**config.mk**
```make
export PLATFORM = sky130hd
export DESIGN_NAME = sprite_rom_arbiter_flat
export DESIGN_NICKNAME = d
export VERILOG_FILES = /design/src/rtl/sprite_mem_pkg.sv /design/src/rtl/sprite_rom_arbiter_if.sv /design/src/rtl/sprite_rom_arbiter_rr_pick.sv /design/src/rtl/sprite_rom_arbiter.sv /design/src/flat_wrapper.sv
export SDC_FILE = /design/constraint.sdc
export NUM_CORES = 1
export LEC_CHECK = 0
export CAP_MARGIN = 20
export CORE_ASPECT_RATIO = 1.25
export CORE_MARGIN = 2
export CORE_UTILIZATION = 42
export DETAILED_ROUTE_END_ITERATION = 12
export GPL_ROUTABILITY_DRIVEN = 1
export PLACE_DENSITY = 0.82
export REMOVE_ABC_BUFFERS = 1
export SLEW_MARGIN = 30
export SYNTH_ARGS = -nofsm -noshare
export SYNTH_HDL_FRONTEND = slang
export SYNTH_SLANG_ARGS = --single-unit
```
**constraint.sdc**
```tcl
create_clock -name i_clk -period 3.7 [get_ports i_clk]
set_clock_uncertainty 0.2 [all_clocks]
set_input_delay 0.37 -clock i_clk [delete_from_list [all_inputs] [get_ports i_clk]]
set_output_delay 0.37 -clock i_clk [all_outputs]
set_load 0.01 [all_outputs]
```
**src/rtl/sprite_mem_pkg.sv**
```systemverilog
// Shared types and defaults for the sprite ROM arbiter: requester ids, the
// read-tag record carried through the ROM latency, and a one-hot helper.
package sprite_mem_pkg;

    localparam int DEF_ADDR_W = 16;
    localparam int DEF_DATA_W = 8;
    localparam int N_REQ_MAX  = 8;

    typedef logic [$clog2(N_REQ_MAX)-1:0] req_id_t;

    typedef struct packed {
        logic    valid;
        req_id_t id;
    } tag_t;

    function automatic logic [N_REQ_MAX-1:0] id_onehot(input req_id_t id);
        logic [N_REQ_MAX-1:0] v;
        v     = '0;
        v[id] = 1'b1;
        return v;
    endfunction

endpackage

```
**src/rtl/sprite_rom_arbiter_if.sv**
```systemverilog
// Requester-side bus of the sprite ROM arbiter: level requests with flattened
// addresses going in, one-hot grants and steered read data coming back.
interface sprite_rom_arbiter_if
    import sprite_mem_pkg::*;
#(
    parameter int N_REQ  = 4,
    parameter int ADDR_W = DEF_ADDR_W,
    parameter int DATA_W = DEF_DATA_W
);

    logic [N_REQ-1:0]        req;
    logic [N_REQ*ADDR_W-1:0] addr;
    logic [N_REQ-1:0]        gnt;
    logic [N_REQ-1:0]        rvalid;
    logic [DATA_W-1:0]       rdata;

    modport master (
        output req,
        output addr,
        input  gnt,
        input  rvalid,
        input  rdata
    );

    modport slave (
        input  req,
        input  addr,
        output gnt,
        output rvalid,
        output rdata
    );

endinterface

```
**src/rtl/sprite_rom_arbiter_rr_pick.sv**
```systemverilog
// Combinational round-robin picker: grants the first active requester after
// i_last, wrapping around, so the most recently served one goes to the back.
module rr_pick #(
    parameter int N_REQ = 4,
    parameter int IDW   = $clog2(N_REQ)
) (
    input  logic [N_REQ-1:0] i_req,
    input  logic [IDW-1:0]   i_last,
    output logic [N_REQ-1:0] o_gnt,
    output logic [IDW-1:0]   o_id,
    output logic             o_any
);

    always_comb begin
        logic [IDW:0] w_cand;
        logic         w_found;
        o_gnt   = '0;
        o_id    = '0;
        w_cand  = '0;
        w_found = 1'b0;
        for (int k = 1; k <= N_REQ; k++) begin
            // Candidate index is (last + k) mod N_REQ, kept one bit wider so the wrap is exact
            w_cand = {1'b0, i_last} + (IDW+1)'(k);
            if (w_cand >= (IDW+1)'(N_REQ)) begin
                w_cand = w_cand - (IDW+1)'(N_REQ);
            end
            if (!w_found && i_req[w_cand[IDW-1:0]]) begin
                o_gnt[w_cand[IDW-1:0]] = 1'b1;
                o_id                   = w_cand[IDW-1:0];
                w_found                = 1'b1;
            end
        end
        o_any = w_found;
    end

endmodule

```
**src/rtl/sprite_rom_arbiter.sv**
```systemverilog
// Shares one single-port sprite ROM among N_REQ requesters with round-robin
// arbitration, an optional priority lane for requester 0, and tag steering of read data.
module sprite_rom_arbiter
    import sprite_mem_pkg::*;
#(
    parameter int N_REQ   = 4,
    parameter int ADDR_W  = DEF_ADDR_W,
    parameter int DATA_W  = DEF_DATA_W,
    parameter int ROM_LAT = 2,
    parameter int HP_EN   = 1
) (
    input  logic                i_clk,
    input  logic                i_reset,
    sprite_rom_arbiter_if.slave bus,
    output logic                o_mem_rd,
    output logic [ADDR_W-1:0]   o_mem_addr,
    input  logic [DATA_W-1:0]   i_mem_q,
    output logic                o_busy
);

    localparam int IDW = $clog2(N_REQ);

    logic [N_REQ-1:0]  w_rr_gnt;
    logic [IDW-1:0]    w_rr_id;
    logic              w_rr_any;
    logic [N_REQ-1:0]  w_gnt;
    logic [IDW-1:0]    w_id;
    logic              w_any;
    logic [ADDR_W-1:0] w_addr_arr [N_REQ];
    logic              w_busy;

    logic [IDW-1:0]    r_last;
    logic              r_mem_rd;
    logic [ADDR_W-1:0] r_mem_addr;
    tag_t              r_tag [ROM_LAT];
    logic [N_REQ-1:0]  r_rvalid;
    logic [DATA_W-1:0] r_rdata;

    for (genvar g = 0; g < N_REQ; g++) begin : g_addr
        assign w_addr_arr[g] = bus.addr[g*ADDR_W +: ADDR_W];
    end

    rr_pick #(
        .N_REQ (N_REQ),
        .IDW   (IDW)
    ) u_rr_pick (
        .i_req  (bus.req),
        .i_last (r_last),
        .o_gnt  (w_rr_gnt),
        .o_id   (w_rr_id),
        .o_any  (w_rr_any)
    );

    // The pixel-path lane beats round-robin; nothing is granted while reset is held
    always_comb begin
        w_gnt = '0;
        w_id  = '0;
        w_any = 1'b0;
        if (!i_reset) begin
            if (HP_EN != 0 && bus.req[0]) begin
                w_gnt[0] = 1'b1;
                w_id     = '0;
                w_any    = 1'b1;
            end else begin
                w_gnt = w_rr_gnt;
                w_id  = w_rr_id;
                w_any = w_rr_any;
            end
        end
    end

    always_ff @(posedge i_clk) begin
        if (i_reset) begin
            r_last     <= IDW'(N_REQ - 1);
            r_mem_rd   <= 1'b0;
            r_mem_addr <= '0;
            r_rvalid   <= '0;
            r_rdata    <= '0;
            for (int s = 0; s < ROM_LAT; s++) begin
                r_tag[s] <= '0;
            end
        end else begin
            r_mem_rd <= w_any;
            if (w_any) begin
                r_last     <= w_id;
                r_mem_addr <= w_addr_arr[w_id];
            end
            r_tag[0] <= '{valid: w_any, id: req_id_t'(w_id)};
            for (int s = 1; s < ROM_LAT; s++) begin
                r_tag[s] <= r_tag[s-1];
            end
            // The oldest tag lines up with mem_q, so both are captured on the same edge
            if (r_tag[ROM_LAT-1].valid) begin
                r_rvalid <= N_REQ'(id_onehot(r_tag[ROM_LAT-1].id));
                r_rdata  <= i_mem_q;
            end else begin
                r_rvalid <= '0;
            end
        end
    end

    always_comb begin
        w_busy = r_mem_rd;
        for (int s = 0; s < ROM_LAT; s++) begin
            w_busy = w_busy | r_tag[s].valid;
        end
    end

    assign bus.gnt    = w_gnt;
    assign bus.rvalid = r_rvalid;
    assign bus.rdata  = r_rdata;
    assign o_mem_rd   = r_mem_rd;
    assign o_mem_addr = r_mem_addr;
    assign o_busy     = w_busy;

    a_gnt_onehot : assert property (@(posedge i_clk) $onehot0(w_gnt));

endmodule

```
**src/flat_wrapper.sv**
```systemverilog
// flat-port wrapper written by rule: the top's interface ports become plain ports
module sprite_rom_arbiter_flat import sprite_mem_pkg::*;
#(
    parameter int N_REQ   = 4,
    parameter int ADDR_W  = DEF_ADDR_W,
    parameter int DATA_W  = DEF_DATA_W,
    parameter int ROM_LAT = 2,
    parameter int HP_EN   = 1
)
  (i_clk, i_reset, o_mem_rd, o_mem_addr, i_mem_q, o_busy, bus_req, bus_addr, bus_gnt, bus_rvalid, bus_rdata);
  sprite_rom_arbiter_if #(.N_REQ(N_REQ), .ADDR_W(ADDR_W), .DATA_W(DATA_W)) bus_i ();
  input  logic i_clk;
  input  logic i_reset;
  output logic o_mem_rd;
  output logic [ADDR_W-1:0] o_mem_addr;
  input  logic [DATA_W-1:0] i_mem_q;
  output logic o_busy;
  input wire logic [$bits(bus_i.req)-1:0] bus_req;
  input wire logic [$bits(bus_i.addr)-1:0] bus_addr;
  output wire logic [$bits(bus_i.gnt)-1:0] bus_gnt;
  output wire logic [$bits(bus_i.rvalid)-1:0] bus_rvalid;
  output wire logic [$bits(bus_i.rdata)-1:0] bus_rdata;
  assign bus_i.req = bus_req;
  assign bus_i.addr = bus_addr;
  assign bus_gnt = bus_i.gnt;
  assign bus_rvalid = bus_i.rvalid;
  assign bus_rdata = bus_i.rdata;
  sprite_rom_arbiter #(.N_REQ(N_REQ), .ADDR_W(ADDR_W), .DATA_W(DATA_W), .ROM_LAT(ROM_LAT), .HP_EN(HP_EN)) u_core (.i_clk(i_clk), .i_reset(i_reset), .bus(bus_i), .o_mem_rd(o_mem_rd), .o_mem_addr(o_mem_addr), .i_mem_q(i_mem_q), .o_busy(o_busy));
endmodule
```
==> key figures, run 1 <==
Run status
  – Outcome: completed

Detailed routing
  – Starting DRC count in detailed routing: 138
  – First-pass DRT Iterations: 5
  – Routed Antenna Nets: 0
  – WL final: 7290 um
  – Drt drc: 0
  – Wire length per cell: 16.1 um
  – Avg Vias per Cell: 5.69
  – Via Count: 2,573

Logic synthesis
  – Post-synthesis simple-gate area fraction: 20.0%
  – Post-synth design cell area: 0.00241 mm^2
  – Yosys warns: 0
  – Cell count after synthesis: 285
  – Mux share of post-synthesis cell area: 8.68%
  – Syn Area/Cell: 8.45 um^2
  – Largest family of logic cells by synthesized area: compound AO/OA/AOI/OAI gates
  – Register bit count reported by yosys: 36
  – Yosys cell types: 45
  – Register area share after synthesis: 29.9%
  – Complex-gate fraction of the synthesized area: 30.4%
  – Adder-cell share of the synthesized area: 4.16%
  – Post-synthesis xor/xnor area fraction: 0%

Worst setup path
  – Worst setup SP type: flop
  – Worst setup EP type: output port
  – Cell chain of the critical path: clkinvlp_4 > ha_2 > mux4_2 > nor3_4 > and2_2 > a221oi_1 > nor2_1 > clkdlybuf4s50_1
  – CP delay by family, top: buffers and inverters
  – CP Buf/Inv Count: 2
  – Worst path required time: 3130 ps
  – Slowest stage delay, CP: 560 ps
  – Crit-path max FO: 9
  – CP max-delay cell: mux4_2
  – WP data arrival: 3030 ps
  – Kind of critical path: reg -> out

Floorplanning
  – FP Rows: 30
  – Die Ht: 88.6 um
  – I/O pin count: 112
  – Core area: 0.00548 mm^2
  – Die area: 0.00636 mm^2
  – Initial Util: 43.9%
  – Die Wd: 71.7 um

Placement
  – HPWL after DPL: 5080 um
  – Setup WS pre-CTS: 168 ps
  – RD Place Congestion: 0.892
  – I/O Buffers: 111

Global routing
  – Gr usage total: 22.0%
  – Antenna violations before repair: 0
  – Vias in the first global route: 2,336
  – Largest net degree at the start of global routing: 49
  – First-pass GRT wire length: 11,200 um
  – GR Overflow Total: 0

Job
  – Max Cap Viol: 0

Timing
  – Max Clock Freq: 0.278 GHz
  – Slew Limit Fails: 0
  – Final hold violations: 0
  – Unrepaired setup endpoints after global routing: false
  – Hold Worst Slack: 244 ps
  – Slew Limit Headroom: 57.8%
  – Final Setup Violations: 0
  – Worst-margin pin slew: 633 ps
  – Final min period: 3600 ps
  – Fin Setup TNS: 0 ps
  – Worst setup margin: 97.9 ps
  – Fin crit share: 97.4%

Clock network
  – Clock sink count: 36
  – Clock Latency Late Sink: 280 ps
  – Num CTS Buffers: 5
  – TritonCTS clock tree: yes
  – CTS root buf: clkbuf_8
  – H-tree depth: 2
  – Clock transition at path regs: 70 ps
  – Max Root-Sink Buffers: 2

Layout
  – Reg area: 724 um^2
  – Commonest cells after routing, fill and taps aside: clkdlybuf4s50_1 (111), nor2_1 (35), dfxtp_1 (35)
  – Nets: 473
  – Commonest non-fill, non-tap cell in the layout: clkdlybuf4s50_1
  – Area of the multi-input gates: 0.00154 mm^2
  – Share of layout cells above drive strength 1: 9.79%
  – # diodes: 0
  – Fillers: 479
  – Area delta synth->final: 52.2%

Power and ir drop
  – P per Cell Area: 493 mW/mm^2
  – Max VDD drop: 0.000377 V
  – Leakage: 0.00142 uW
  – Pwr Total: 1810 uW

Hold path
  – Worst Hold Class: reg -> reg
-- per-layer routing --
metal  up-vias  GRT usage (%)  wire, um
li1       1262              -         -
met1      1197           26.2      2780
met2        95           38.8      3870
met3        19           3.76       419
met4         0           9.61       223
met5         -              0         0
-- cell usage after synthesis (all sizes together) --
master,n,area (um^2)
nand2,2,7.51
a21oi,23,119
nor2b,7,53.8
a21o,1,7.51
and3,17,106
a211oi,2,15.0
a41oi,1,8.76
nand2b,1,6.26
a22oi,4,30.0
a221o,3,30.0
a221oi,3,26.3
nor2,36,138
nor3,2,32.5
nand3,17,85.1
mux4,4,97.6
mux2i,10,100
nor4,1,6.26
dfxtp,36,721
nor3b,1,7.51
o31ai,1,21.3
a21boi,16,120
a311o,16,160
mux2,1,11.3
a31oi,1,6.26
or2,2,12.5
o21ai,34,170
and2,1,6.26
o21a,1,7.51
inv,2,7.51
and3b,1,8.76
or3,1,11.3
a211o,1,8.76
ha,8,100
buf,17,116
clkbuf,11,41.3
-- worst register-to-register path, stage by stage (launching register included) --
cell	delay, ps
dfxtp_4	420
clkinvlp_4	160
ha_2	410
mux4_2	560
buf_4	200
o21a_1	200
nor2_2	190
o31ai_4	180
buf_4	260
a311o_1	290
a21oi_1	130
-- sequential cells by signal, indices dropped and copies added, names as in the netlist --
register	flops
u_core.bus.rvalid	4
u_core.bus.rdata	8
u_core.r_tag	6
u_core.r_last	2
u_core.o_mem_addr	16
-- cells by family (layout without fill, tap and decap cells) --
logic type,Yosys count,in the layout
AOI/OAI and AO/OA,107,107
adders and majority gates,8,8
buffers and inverters,30,133
DFF,36,36
muxes,15,15
and+or+nand+nor,89,89
-- cell type report --
class / instances / share of cell area [%]
clock buffers: 5 / 1.88
clock inverters: 3 / 1.16
inverters: 2 / 0.307
multi-input cells: 219 / 41.9
flip-flops and latches: 36 / 19.8
well taps: 64 / 2.19
repair buffers: 123 / 32.8
-- path summary, 6_finish.rpt --
path                            startpoint                            endpoint  slack (ps)  cells after the start
max          u_core.r_last[1]$_SDFFE_PP1P_                          bus_gnt[1]         100                      8
max reg2reg  u_core.r_last[1]$_SDFFE_PP1P_  u_core.o_mem_addr[11]$_SDFFE_PP0P_         450                     10
min          u_core.r_tag[0][1]$_SDFF_PP0_       u_core.r_tag[0][5]$_SDFF_PP0_         240                      1
min reg2reg  u_core.r_tag[0][1]$_SDFF_PP0_       u_core.r_tag[0][5]$_SDFF_PP0_         240                      1
-- power breakdown --
part | total (uW) | leakage, uW | internal [uW] | switching [uW]
sequential | 501 | 0.000297 | 459 | 42.6
combinational | 959 | 0.00106 | 473 | 487
clock | 345 | 0.0000541 | 199 | 146
total | 1810 | 0.00142 | 1130 | 675
-- through the flow --
stage	std cells	utilization, %	cell area, um^2
2_1_floorplan	257	-	2250
3_3_place_gp	442	64.4	3530
3_5_place_dp	442	64.4	3530
4_1_cts	450	66.4	3640
5_1_grt	452	66.9	3660
6_report	452	66.9	3660
-- timing repair --
action                                  CTS  global route
endpoints found under the setup margin    4             4
gates resized for setup                   1             4
hold buffers                              0             0
setup buffers                             0             2
pin swaps                                 0             0
Power figures use the tool's default switching activity.
==> run 2, diff against run 1 <==
- CORE_UTILIZATION: 42 -> 43
- CTS_BUF_LIST: default -> sky130_fd_sc_hd__clkbuf_4 sky130_fd_sc_hd__clkbuf_8
- GPL_TIMING_DRIVEN: default -> 0
- PLACE_DENSITY: 0.82 -> 0.83
==> run 2 against run 1 <==
- register-to-register slack better by 170 ps
- largest cell class unchanged
- critical endpoint is now bus_gnt[0]
- sequential power is 2% higher
- clock power hardly changed
- clock-buffer cell count grew 1
- combinational power increased by 2%
- largest power group unchanged
==> key figures, run 2 (synthesis results as in run 1) <==
Detailed routing
  – First-pass DRT Iterations: 4 (was 5)
  – Starting DRC count in detailed routing: 136 (was 138)
  – Avg Vias per Cell: 5.61 (was 5.69)
  – Drt drc: 0 (unchanged)
  – Routed Antenna Nets: 0 (unchanged)
  – WL final: 6960 um (was 7290 um)
  – Wire length per cell: 15.4 um (was 16.1 um)
  – Via Count: 2,531 (was 2,573)

Layout
  – Largest register FFs: 16 (unchanged)
  – Area delta synth->final: 53.7% (was 52.2%)
  – Share of layout cells above drive strength 1: 10.9% (was 9.79%)
  – # diodes: 0 (unchanged)
  – Fillers: 470 (was 479)
  – Commonest non-fill, non-tap cell in the layout: clkdlybuf4s50_1 (unchanged)
  – Fin util: 68.5% (was 66.9%)
  – Final Instance Area: 0.00370 mm^2 (was 0.00366 mm^2)
  – Nets: 472 (was 473)
  – Commonest cells after routing, fill and taps aside: clkdlybuf4s50_1 (110), nor2_1 (35), dfxtp_1 (34) (was clkdlybuf4s50_1 (111), nor2_1 (35), dfxtp_1 (35))

Clock network
  – H-tree depth: 2 (unchanged)
  – Clock transition at path regs: 70 ps (about the same)
  – TritonCTS clock tree: yes (unchanged)
  – Max Root-Sink Buffers: 2 (unchanged)
  – Clock Latency Late Sink: 290 ps (was 280 ps)
  – Num CTS Buffers: 5 (unchanged)
  – Clock sink count: 36 (unchanged)
  – CTS root buf: clkbuf_8 (unchanged)

Timing
  – Final hold violations: 0 (unchanged)
  – Fin Setup TNS: 0 ps (unchanged)
  – Slew Limit Fails: 0 (unchanged)
  – Worst setup margin: 142 ps (was 97.9 ps)
  – Fin crit share: 96.2% (was 97.4%)
  – Worst-margin pin slew: 634 ps (was 633 ps)
  – Unrepaired setup endpoints after global routing: false (unchanged)
  – Final min period: 3560 ps (was 3600 ps)
  – Final Setup Violations: 0 (unchanged)
  – Slew Limit Headroom: 57.7% (was 57.8%)
  – Max Clock Freq: 0.281 GHz (was 0.278 GHz)

Worst setup path
  – Slowest stage delay, CP: 560 ps (about the same)
  – CP max-delay cell: mux4_2 (unchanged)
  – WP data arrival: 2990 ps (was 3030 ps)
  – R2R setup slack: 620 ps (was 450 ps)
  – Cell repeated most along the worst path: a21oi_1
  – Cell chain of the critical path: clkinvlp_4 > ha_4 > mux4_2 > nor3_4 > and2_4 > a21oi_1 > a21oi_1 > clkdlybuf4s50_1 (was clkinvlp_4 > ha_2 > mux4_2 > nor3_4 > and2_2 > a221oi_1 > nor2_1 > clkdlybuf4s50_1)
  – Crit-path max FO: 9 (unchanged)
  – Worst setup SP type: flop (unchanged)
  – Worst path required time: 3130 ps (about the same)
  – Worst setup EP type: output port (unchanged)
  – Kind of critical path: reg -> out (unchanged)

Floorplanning
  – Core area: 0.00541 mm^2 (was 0.00548 mm^2)
  – Die Wd: 70.9 um (was 71.7 um)
  – Die area: 0.00622 mm^2 (was 0.00636 mm^2)
  – FP Rows: 30 (unchanged)
  – Initial Util: 44.5% (was 43.9%)
  – Die Ht: 87.7 um (was 88.6 um)
  – I/O pin count: 112 (unchanged)

Global routing
  – GR Overflow Total: 0 (unchanged)
  – Vias in the first global route: 2,348 (was 2,336)
  – First-pass GRT wire length: 10,800 um (was 11,200 um)
  – Antenna violations before repair: 0 (unchanged)
  – Largest net degree at the start of global routing: 49 (unchanged)
  – Gr usage total: 21.5% (was 22.0%)

Placement
  – RD Place Congestion: 0.827 (was 0.892)
  – HPWL after DPL: 4910 um (was 5080 um)
  – Setup WS pre-CTS: -376 ps (was 168 ps)
  – Placement Cell Area: 0.00350 mm^2 (was 0.00353 mm^2)
  – I/O Buffers: 111 (unchanged)

Run status
  – Outcome: completed (unchanged)

Power and ir drop
  – Max VDD drop: 0.000275 V (was 0.000377 V)
  – Leakage: 0.00142 uW (about the same)
  – P per Cell Area: 495 mW/mm^2 (was 493 mW/mm^2)
  – Pwr Total: 1830 uW (was 1810 uW)

Hold path
  – Worst Hold Class: reg -> reg (unchanged)

Job
  – Max Cap Viol: 0 (unchanged)
-- run 2: cell count changes in the layout (fill, tap and decap cells not counted), sizes merged --
| cell | before | now |
|---|---|---|
| inv | 1 | 0 |
| clkdlybuf4s50 | 111 | 110 |
| clkbuf | 5 | 6 |
-- run 2: metrics by stage --
stage               cells  hold WS (ps)
floorplan             257           214
global placement      432           221
detailed placement    435           229
CTS                   444           245
global route          451           262
finish                451           240
-- run 2: worst paths after layout --
kind                                                     from                            endpoint  cells after the start
worst max-delay path            u_core.r_last[1]$_SDFFE_PP1P_                          bus_gnt[0]                      8
worst max register to register  u_core.r_last[1]$_SDFFE_PP1P_  u_core.o_mem_addr[10]$_SDFFE_PP0P_                     10
worst min-delay path            u_core.r_tag[0][0]$_SDFF_PP0_       u_core.r_tag[0][4]$_SDFF_PP0_                      1
worst min register to register  u_core.r_tag[0][0]$_SDFF_PP0_       u_core.r_tag[0][4]$_SDFF_PP0_                      1
-- run 2: worst max-delay path, delay by kind of cell (launching register included) --
kind                       cells  cell delay [ps]
buffers and inverters          2              710
and+or+nand+nor                2              470
adders and majority gates      1              340
AOI/OAI and AO/OA              2              190
DFF                            1              430
muxes                          1              560
-- run 2: cell type report --
| class | instances | area, um^2 | share of cell area (%) |
|---|---|---|---|
| well taps | 64 | 80.1 | 2.16 |
| clock inverters | 2 | 35.0 | 0.947 |
| flip-flops and latches | 36 | 728 | 19.7 |
| inverters | 2 | 15.0 | 0.406 |
| clock buffers | 6 | 76.3 | 2.06 |
| repair buffers | 122 | 1220 | 33.0 |
| multi-input cells | 219 | 1550 | 41.8 |
-- run 2: per-layer routing --
metal / GRT usage, % / vias to the layer above / wire (um)
li1: - / 1264 / -
met1: 26.7 / 1183 / 2910
met2: 37.9 / 73 / 3640
met3: 2.88 / 11 / 274
met4: 8.06 / 0 / 141
met5: 0 / - / 0
-- run 2: power breakdown --
group	switching (uW)	leakage, uW	internal [uW]	total (uW)
clock	138	0.0000586	207	345
combinational	482	0.00106	493	975
sequential	51.3	0.000298	461	512
total	672	0.00142	1160	1830
-- run 2: what timing repair did --
action                     CTS  global route
hold buffers                 0             0
setup buffers                1             7
resized for setup            6             4
setup endpoints to repair   14             4
==> run 3, diff against run 2 <==
- CORE_MARGIN: 2 -> default
==> run 3 against run 2 <==
- fmax decreased by 0.79%
- sequential power about the same
- combinational power increased by 0.4%
- final cell count decreased by 0.44%
- setup slack got worse by 28 ps
- register-to-register slack improved by 40 ps
- wire length increased by 6.1%
- first-iteration DRC count increased by 32%
- critical path type unchanged
- highest routed layer unchanged
==> key figures, run 3 (synthesis results as in run 1) <==
Run status
  – Outcome: completed (unchanged)

Layout
  – Area delta synth->final: 52.8% (was 53.7%)
  – Share of layout cells above drive strength 1: 10.6% (was 10.9%)
  – # diodes: 0 (unchanged)
  – Commonest cells after routing, fill and taps aside: clkdlybuf4s50_1 (110), nor2_1 (35), dfxtp_1 (34) (unchanged)
  – Commonest non-fill, non-tap cell in the layout: clkdlybuf4s50_1 (unchanged)
  – Largest register FFs: 16 (unchanged)
  – Reg area: 728 um^2 (unchanged)
  – Nets: 470 (was 472)
  – Post-Layout Cell Count: 449 (was 451)
  – Final Instance Area: 0.00368 mm^2 (was 0.00370 mm^2)
  – Fillers: 478 (was 470)
  – Area of the multi-input gates: 0.00154 mm^2 (was 0.00155 mm^2)

Placement
  – I/O Buffers: 111 (unchanged)
  – Cell total after placement: 435 (unchanged)
  – Placement Cell Area: 0.00350 mm^2 (about the same)
  – HPWL after DPL: 5120 um (was 4910 um)
  – RD Place Congestion: 0.843 (was 0.827)
  – Setup WS pre-CTS: -438 ps (was -376 ps)

Timing
  – Final hold violations: 0 (unchanged)
  – Hold Worst Slack: 253 ps (was 240 ps)
  – Unrepaired setup endpoints after global routing: false (unchanged)
  – Worst-margin pin slew: 633 ps (was 634 ps)
  – Fin crit share: 96.9% (was 96.2%)
  – Slew Limit Headroom: 57.7% (about the same)
  – Max Clock Freq: 0.279 GHz (was 0.281 GHz)
  – Slew Limit Fails: 0 (unchanged)
  – Worst setup margin: 113 ps (was 142 ps)
  – Final min period: 3590 ps (was 3560 ps)
  – Final Setup Violations: 0 (unchanged)

Power and ir drop
  – Max VDD drop: 0.000288 V (was 0.000275 V)
  – Pwr Total: 1840 uW (was 1830 uW)
  – Leakage: 0.00140 uW (was 0.00142 uW)
  – P per Cell Area: 501 mW/mm^2 (was 495 mW/mm^2)

Floorplanning
  – Core area: 0.00541 mm^2 (unchanged)
  – Die Wd: 68.9 um (was 70.9 um)
  – Die Ht: 85.7 um (was 87.7 um)
  – I/O pin count: 112 (unchanged)
  – Die area: 0.00590 mm^2 (was 0.00622 mm^2)
  – FP Rows: 30 (unchanged)
  – Initial Util: 44.5% (unchanged)

Worst setup path
  – R2r startpoint: u_core.r_last[1]$_SDFFE_PP1P_ (unchanged)
  – Worst setup SP type: flop (unchanged)
  – Worst Setup SP: u_core.r_last[1]$_SDFFE_PP1P_ (unchanged)
  – Crit-path max FO: 9 (unchanged)
  – Slowest stage delay, CP: 560 ps (about the same)
  – Worst path required time: 3130 ps (about the same)
  – Critical Path End: bus_gnt[1] (was bus_gnt[0])
  – Kind of critical path: reg -> out (unchanged)
  – WP data arrival: 3020 ps (was 2990 ps)
  – CP max-delay cell: mux4_2 (unchanged)
  – R2R depth: 10 (unchanged)
  – R2R Path End: u_core.o_mem_addr[10]$_SDFFE_PP0P_ (unchanged)
  – Cell chain of the critical path: clkinvlp_4 > ha_4 > mux4_2 > nor3_4 > and2_2 > a221oi_1 > nor2_1 > clkdlybuf4s50_1 (was clkinvlp_4 > ha_4 > mux4_2 > nor3_4 > and2_4 > a21oi_1 > a21oi_1 > clkdlybuf4s50_1)
  – R2R setup slack: 660 ps (was 620 ps)
  – Worst setup EP type: output port (unchanged)

Detailed routing
  – First-pass DRT Iterations: 4 (unchanged)
  – Drt drc: 0 (unchanged)
  – Routed Antenna Nets: 0 (unchanged)
  – Wire length per cell: 16.4 um (was 15.4 um)
  – Via Count: 2,595 (was 2,531)
  – Starting DRC count in detailed routing: 179 (was 136)
  – Avg Vias per Cell: 5.78 (was 5.61)
  – WL final: 7390 um (was 6960 um)

Clock network
  – Num CTS Buffers: 5 (unchanged)
  – Clock transition at path regs: 70 ps (about the same)
  – H-tree depth: 2 (unchanged)
  – Clock Latency Late Sink: 290 ps (about the same)
  – TritonCTS clock tree: yes (unchanged)
  – Max Root-Sink Buffers: 2 (unchanged)
  – CTS root buf: clkbuf_8 (unchanged)
  – Clock sink count: 36 (unchanged)

Hold path
  – Worst Hold Class: reg -> reg (unchanged)

Global routing
  – Gr usage total: 23.9% (was 21.5%)
  – First-pass GRT wire length: 10,800 um (about the same)
  – Largest net degree at the start of global routing: 49 (unchanged)
  – Antenna violations before repair: 0 (unchanged)
  – GR Overflow Total: 0 (unchanged)
  – Vias in the first global route: 2,291 (was 2,348)

Job
  – Max Cap Viol: 0 (unchanged)
==> run 3: changes by cell type in the layout (fill, tap and decap cells not counted) <==
cell,delta
mux4_1,-1
and2_4,-1
mux4_2,+1
buf_8,-1
buf_4,-2
and2_2,+1
buf_6,+1
==> run 3: area by class of cell <==
type | count | area share [%]
multi-input cells | 219 | 41.9
repair buffers | 120 | 32.7
clock inverters | 2 | 0.953
flip-flops and latches | 36 | 19.8
well taps | 64 | 2.18
clock buffers | 6 | 2.08
inverters | 2 | 0.408
==> run 3: timing repair <==
action / in CTS / in global routing
hold buffers: 0 / 0
buffers inserted: 3 / 3
resized for setup: 8 / 3
setup endpoints to repair: 20 / 4
==> run 3: worst min path at each step <==
stage	end	cells after the start	slack, ps	startpoint
floorplan	u_core.r_tag[0][4]$_SDFF_PP0_	1	210	u_core.r_tag[0][0]$_SDFF_PP0_
global placement	u_core.r_tag[0][5]$_SDFF_PP0_	1	220	u_core.r_tag[0][1]$_SDFF_PP0_
detailed placement	u_core.r_tag[0][4]$_SDFF_PP0_	1	250	u_core.r_tag[0][0]$_SDFF_PP0_
CTS	u_core.r_tag[0][4]$_SDFF_PP0_	1	250	u_core.r_tag[0][0]$_SDFF_PP0_
global route	u_core.r_tag[0][4]$_SDFF_PP0_	1	270	u_core.r_tag[0][0]$_SDFF_PP0_
finish	u_core.r_tag[0][4]$_SDFF_PP0_	1	250	u_core.r_tag[0][0]$_SDFF_PP0_
==> run 3: per-layer routing <==
layer	part of all wire, %	global-route usage (%)	up-vias
li1	-	-	1257
met3	5.9	4.52	17
met4	3.0	10.8	0
met5	0	0	-
met1	39	27.9	1235
met2	52	41.0	86
==> run 3: power by group <==
part / switching (uW) / total [uW] / leakage, uW / internal [uW]
Clock: 144 / 351 / 0.0000586 / 207
Combinational: 493 / 979 / 0.00105 / 486
Sequential: 51.0 / 511 / 0.000298 / 460
Total: 687 / 1840 / 0.00140 / 1150
==> run 3: worst max-delay path: cells and delay by family, from the launching register on <==
family | cells | cell delay [ps]
AO/OA/AOI/OAI | 1 | 100
adder cells (fa/ha/maj) | 1 | 340
buffers and inverters | 2 | 690
flip-flops | 1 | 430
multiplexers | 1 | 560
AND/OR/NAND/NOR | 3 | 600
==> run 3: per-stage QoR <==
step                TNS, ps  util (%)
floorplan             -6950         -
global placement     -25980      63.7
detailed placement    -1830      64.7
CTS                       0      67.7
global route              0      68.0
finish                    0      68.0
